<file path="src/rtl/im_loader.sv">
// im_loader: streams instruction words from a valid/ready source into the
// instruction memory (IM) macro. The CPU is held in reset until a load completes.
//
// State table:
//   state | meaning
//   IDLE  | after reset; waiting for start, CPU held
//   LOAD  | accepting source words; each accepted word is written one cycle later
//   FLUSH | final IM write in flight; source no longer accepted
//   DONE  | load complete; CPU released; start begins a new load
//   ERR   | requested range runs past the top of IM; CPU held; start retries
//
// Ports:
//   clk, rst         rising-edge clock; synchronous active-low reset
//   start            one-cycle load request (honoured in IDLE, DONE, ERR)
//   base_addr        first IM word address, captured with start
//   word_cnt         number of words to load (0..2^AW), captured with start
//   in_valid/in_data source word stream; in_ready accepts a word
//   im_CEB/WEB/BWEB  IM chip/write/bit enables, active-low
//   im_A/im_DI       IM word address / write data (held while im_CEB=1)
//   busy/done/err    status flags
//   cpu_hold         1 keeps the CPU in reset
//   checksum         running sum mod 2^DW of the accepted words
module im_loader #(
  parameter int AW = 14,
  parameter int DW = 32
) (
  input  logic          clk,
  input  logic          rst,
  input  logic          start,
  input  logic [AW-1:0] base_addr,
  input  logic [AW:0]   word_cnt,
  input  logic          in_valid,
  input  logic [DW-1:0] in_data,
  output logic          in_ready,
  output logic          im_CEB,
  output logic          im_WEB,
  output logic [DW-1:0] im_BWEB,
  output logic [AW-1:0] im_A,
  output logic [DW-1:0] im_DI,
  output logic          busy,
  output logic          done,
  output logic          err,
  output logic          cpu_hold,
  output logic [DW-1:0] checksum
);

  typedef enum logic [2:0] {
    IDLE  = 3'd0,
    LOAD  = 3'd1,
    FLUSH = 3'd2,
    DONE  = 3'd3,
    ERR   = 3'd4
  } state_t;

  localparam logic [AW+1:0] IM_WORDS = (AW+2)'(1) << AW;
  localparam logic [AW:0]   REM_LAST = (AW+1)'(1);

  state_t        state_q, state_d;
  logic [AW-1:0] addr_q, addr_d;
  // words still to be accepted; terminal count is the transfer with rem_q == 1
  logic [AW:0]   rem_q, rem_d;

  logic          in_ready_d, ceb_d, web_d, busy_d, done_d, err_d, hold_d;
  logic [AW-1:0] a_d;
  logic [DW-1:0] di_d, bweb_d, cksum_d;
  logic [AW+1:0] end_addr;
  logic          xfer;

  // in_ready is a register that is 1 exactly while in LOAD
  assign xfer     = in_valid & in_ready;
  assign end_addr = {2'b00, base_addr} + {1'b0, word_cnt};

  always_comb begin
    state_d = state_q;
    addr_d  = addr_q;
    rem_d   = rem_q;
    ceb_d   = 1'b1;
    web_d   = 1'b1;
    a_d     = im_A;
    di_d    = im_DI;
    cksum_d = checksum;

    case (state_q)
      IDLE, DONE, ERR: begin
        if (start) begin
          addr_d  = base_addr;
          rem_d   = word_cnt;
          cksum_d = '0;
          if (word_cnt == '0)
            state_d = DONE;
          else if (end_addr > IM_WORDS)
            state_d = ERR;
          else
            state_d = LOAD;
        end
      end
      LOAD: begin
        if (xfer) begin
          ceb_d   = 1'b0;
          web_d   = 1'b0;
          a_d     = addr_q;
          di_d    = in_data;
          cksum_d = checksum + in_data;
          rem_d   = rem_q - REM_LAST;
          // the address stops on the last word so it never passes the range end
          if (rem_q == REM_LAST)
            state_d = FLUSH;
          else
            addr_d = addr_q + AW'(1);
        end
      end
      FLUSH:   state_d = DONE;
      default: state_d = IDLE;
    endcase

    bweb_d     = ceb_d ? '1 : '0;
    in_ready_d = (state_d == LOAD);
    busy_d     = (state_d == LOAD) || (state_d == FLUSH);
    done_d     = (state_d == DONE);
    err_d      = (state_d == ERR);
    hold_d     = (state_d != DONE);
  end

  always_ff @(posedge clk) begin
    if (!rst) begin
      state_q  <= IDLE;
      addr_q   <= '0;
      rem_q    <= '0;
      in_ready <= 1'b0;
      im_CEB   <= 1'b1;
      im_WEB   <= 1'b1;
      im_BWEB  <= '1;
      im_A     <= '0;
      im_DI    <= '0;
      busy     <= 1'b0;
      done     <= 1'b0;
      err      <= 1'b0;
      cpu_hold <= 1'b1;
      checksum <= '0;
    end else begin
      state_q  <= state_d;
      addr_q   <= addr_d;
      rem_q    <= rem_d;
      in_ready <= in_ready_d;
      im_CEB   <= ceb_d;
      im_WEB   <= web_d;
      im_BWEB  <= bweb_d;
      im_A     <= a_d;
      im_DI    <= di_d;
      busy     <= busy_d;
      done     <= done_d;
      err      <= err_d;
      cpu_hold <= hold_d;
      checksum <= cksum_d;
    end
  end

endmodule

</file>
<file path="config.mk">
export PLATFORM = sky130hd
export DESIGN_NAME = im_loader
export DESIGN_NICKNAME = d
export VERILOG_FILES = /design/src/rtl/im_loader.sv
export SDC_FILE = /design/constraint.sdc
export NUM_CORES = 1
export LEC_CHECK = 0
export ABC_AREA = 0
export ABC_CLOCK_PERIOD_IN_PS = 6400
export CORE_ASPECT_RATIO = 1.1
export CORE_MARGIN = 2
export CORE_UTILIZATION = 54
export CTS_CLUSTER_DIAMETER = 40
export DETAILED_ROUTE_END_ITERATION = 10
export PLACE_DENSITY = 0.87
export SYNTH_ARGS = -nofsm -noshare
export SYNTH_HDL_FRONTEND = slang
export SYNTH_SLANG_ARGS = --single-unit
</file>
<file path="constraint.sdc">
create_clock -name clk -period 6.4 [get_ports clk]
set_input_delay 1.6 -clock clk [delete_from_list [all_inputs] [get_ports clk]]
set_output_delay 1.6 -clock clk [all_outputs]
set_load 0.02 [all_outputs]
</file>
==> results.json <==
{
  "dp_slack_ps": 1550,
  "ir_drop_mv": 0.133,
  "p_comb_share_pct": 15.3,
  "synth.most_common_cell": "nand2_1",
  "cts_tree": "yes",
  "root_buffer": "clkbuf_16",
  "synth_cells": 949,
  "synth.avg_cell_area_sq_um": 7.56,
  "drt-vias-per-instance": 5.93,
  "final_util_pct": 71.9,
  "tns_ps": 0,
  "syn_area_sq_mm": 0.00717,
  "ys_seq_elements": 116,
  "ys_top_cells_by_area": "dfxtp_1, a21oi_1, nand2_1",
  "ant_nets": 0,
  "critPathLaunchType": "input port",
  "clockBufferDepth": 2,
  "synth.top_cell.area_share_pct": 32.4,
  "start_util_pct": 54.7,
  "top_level_ports": 182,
  "drv_slew": 0,
  "post_cts_resized": 0,
  "drc": 0,
  "holdWs_ps": 452,
  "synth_ff_type": "dfxtp_1",
  "worst_ep_arrival_time_ps": 4810,
  "ys_seq_area_share_pct": 32.4,
  "postCtsHoldBufs": 0,
  "ff_latch_area_sq_mm": 0.00232,
  "drt-pass1-iter-count": 5,
  "period_minus_slack_ps": 4450,
  "yosysUniqueCellTypes": 67,
  "fmax_mhz": 225,
  "pwr-share-clk_pct": 46.8,
  "ys.warnings.count": 0,
  "cp_data_required_time_ps": 6760,
  "dieArea_sq_mm": 0.0142,
  "routedWlPerCell_um": 16.4,
  "cts_inserted_buffers": 17,
  "synth_nets": 1064,
  "p_sw_uw": 530,
  "ctsHtreeMaxLevel": 4,
  "place_area_sq_mm": 0.00882,
  "p_int_uw": 1500,
  "hp-class": "reg2reg",
  "multi_input_comb_area_sq_mm": 0.00437,
  "gp_congestion": 0.928,
  "synth_edf_count": 0,
  "drive_gt1_share_pct": 5.53,
  "swShare_pct": 26.1,
  "die_w_um": 114,
  "die_y_um": 125,
  "grt_pass1_wl_mm": 33.0,
  "hold_viol": 0,
  "grt_usage_pct": 28.6,
  "p_per_area_mw_per_mm2": 215,
  "p_seq_share_pct": 37.9,
  "grt_pass1_vias": 6866,
  "setup_viol_count_final": 0,
  "cp-end-kind": "flip-flop",
  "final_net_count": 1188,
  "antenna_found_initial": 0,
  "period_share_pct": 69.5,
  "path_clk_slew_ps": 50,
  "rrSetupSlack_ps": 3410,
  "wirelength_mm": 20.4,
  "netlist_top_cells_count": "nand2_1, a21oi_1, dfxtp_1, nor2_1, o21ai_0",
  "outcome": "finished clean",
  "postCtsSetupBuffers": 0,
  "io_buffers": 181,
  "grt_start_max_net_pins": 93,
  "max_slew_margin_pct": 33.6,
  "worst_pin_slew_ps": 996,
  "rows": 44,
  "worst-setup-path-type": "in2reg",
  "rsz0062_at_grt": "no",
  "dp_hpwl_mm": 14.3,
  "clk_latency_ps": 420,
  "synth-async-reset-ratio_pct": 0,
  "yosysTopAreaCell": "dfxtp_1",
  "cp_max_fo": 4,
  "drv_cap": 0,
  "final_cell_area_sq_mm": 0.00942,
  "dr.first_iter.drc_count": 670,
  "antennaDiodeCount": 0,
  "power.static_leakage_uw": 0.00368,
  "finClkSkew_ps": 8.03,
  "grt_remaining_overflow": 0,
  "clock_sinks": 116,
  "num_vias": 7385,
  "syn_to_final_growth_pct": 31.3,
  "setup_ws_ps": 1950,
  "fill_cells": 1033,
  "core_area_sq_mm": 0.0131
}
registers in the layout, summed over array words and instances, names as in the netlist:
register / flops
done: 1
err: 1
busy: 1
in_ready: 1
rem_q: 15
checksum: 32
im_DI: 32
im_BWEB: 1
cpu_hold: 1
state_q: 3
addr_q: 14
im_A: 14
through the flow:
step	total power (uW)	cells
5_1_grt	2090	1246
2_1_floorplan	974	949
3_3_place_gp	1080	1215
3_5_place_dp	1080	1215
6_report	2030	1246
4_1_cts	2030	1246
worst paths after layout:
check	from	end	cells past startpoint
setup reg to reg	checksum[0]	checksum[24]	12
setup / recovery	word_cnt[0]	in_ready	13
hold / removal	im_DI[8]	im_DI[8]	2
hold reg to reg	im_DI[8]	im_DI[8]	2
worst max-delay path: stages:
cell and delay [ps]:
clkdlybuf4s50_1 500, ha_1 250, fa_1 440, a21o_1 200, a21oi_1 240, o21ai_1 160, a31oi_1 290, o21ai_1 120
or4b_1 470, nand3_1 90, a21oi_1 90, o21ai_1 170, and3_1 160
layout by cell type (no fill, tap or decap), types with 4 or more instances in the layout:
cell type          n
a211oi_1           9
a21o_1            18
a21oi_1          126
a21oi_2            6
a22oi_1           23
a31oi_1            8
and2_1             5
and3_1             7
buf_4              7
clkbuf_16         17
clkbuf_8           5
clkdlybuf4s50_1  181
dfxtp_1          116
ha_1              48
inv_1             17
nand2_1          166
nand2b_1           9
nand3_1           27
nand4_1            8
nor2_1            82
nor3_1            11
nor3b_1            4
nor4_1            10
o211ai_1           5
o21a_1             7
o21ai_0           49
o21ai_1            5
o22ai_1            6
o31ai_1            5
xnor2_1           19
xor2_1            15
cell families (layout without fill, tap and decap cells):
group / Yosys count / after routing / synth area share [%]
adders and majority gates: 50 / 50 / 8.93
buffers and inverters: 101 / 237 / 7.03
muxes: 2 / 2 / 0.279
xor gates and xnor gates: 34 / 34 / 4.15
DFF: 116 / 116 / 32.4
AOI/OAI and AO/OA: 298 / 298 / 25.8
and+or+nand+nor: 348 / 348 / 21.5
power groups by stage:
stage | registers (uW) | logic, uW | clock network [uW]
floorplan | 779 | 195 | 0
global placement | 781 | 299 | 0
detailed placement | 782 | 301 | 0
CTS | 767 | 305 | 958
global route | 770 | 338 | 986
finish | 768 | 310 | 948
final cells by class:
type | instances | share of cell area [%]
multi-input cells | 732 | 46.4
flip-flops and latches | 116 | 24.7
repair buffers | 188 | 19.8
clock buffers | 23 | 5.29
well taps | 161 | 2.14
clock inverters | 8 | 1.05
inverters | 18 | 0.717
per-layer routing:
layer | vias to the layer above | global-route usage [%] | wire length, um
met2 | 283 | 48.0 | 9950
met4 | 0 | 13.3 | 704
met1 | 3445 | 34.0 | 8420
met3 | 59 | 7.49 | 1370
li1 | 3598 | - | -
met5 | - | 0 | 0
Power figures use the tool's default switching activity.
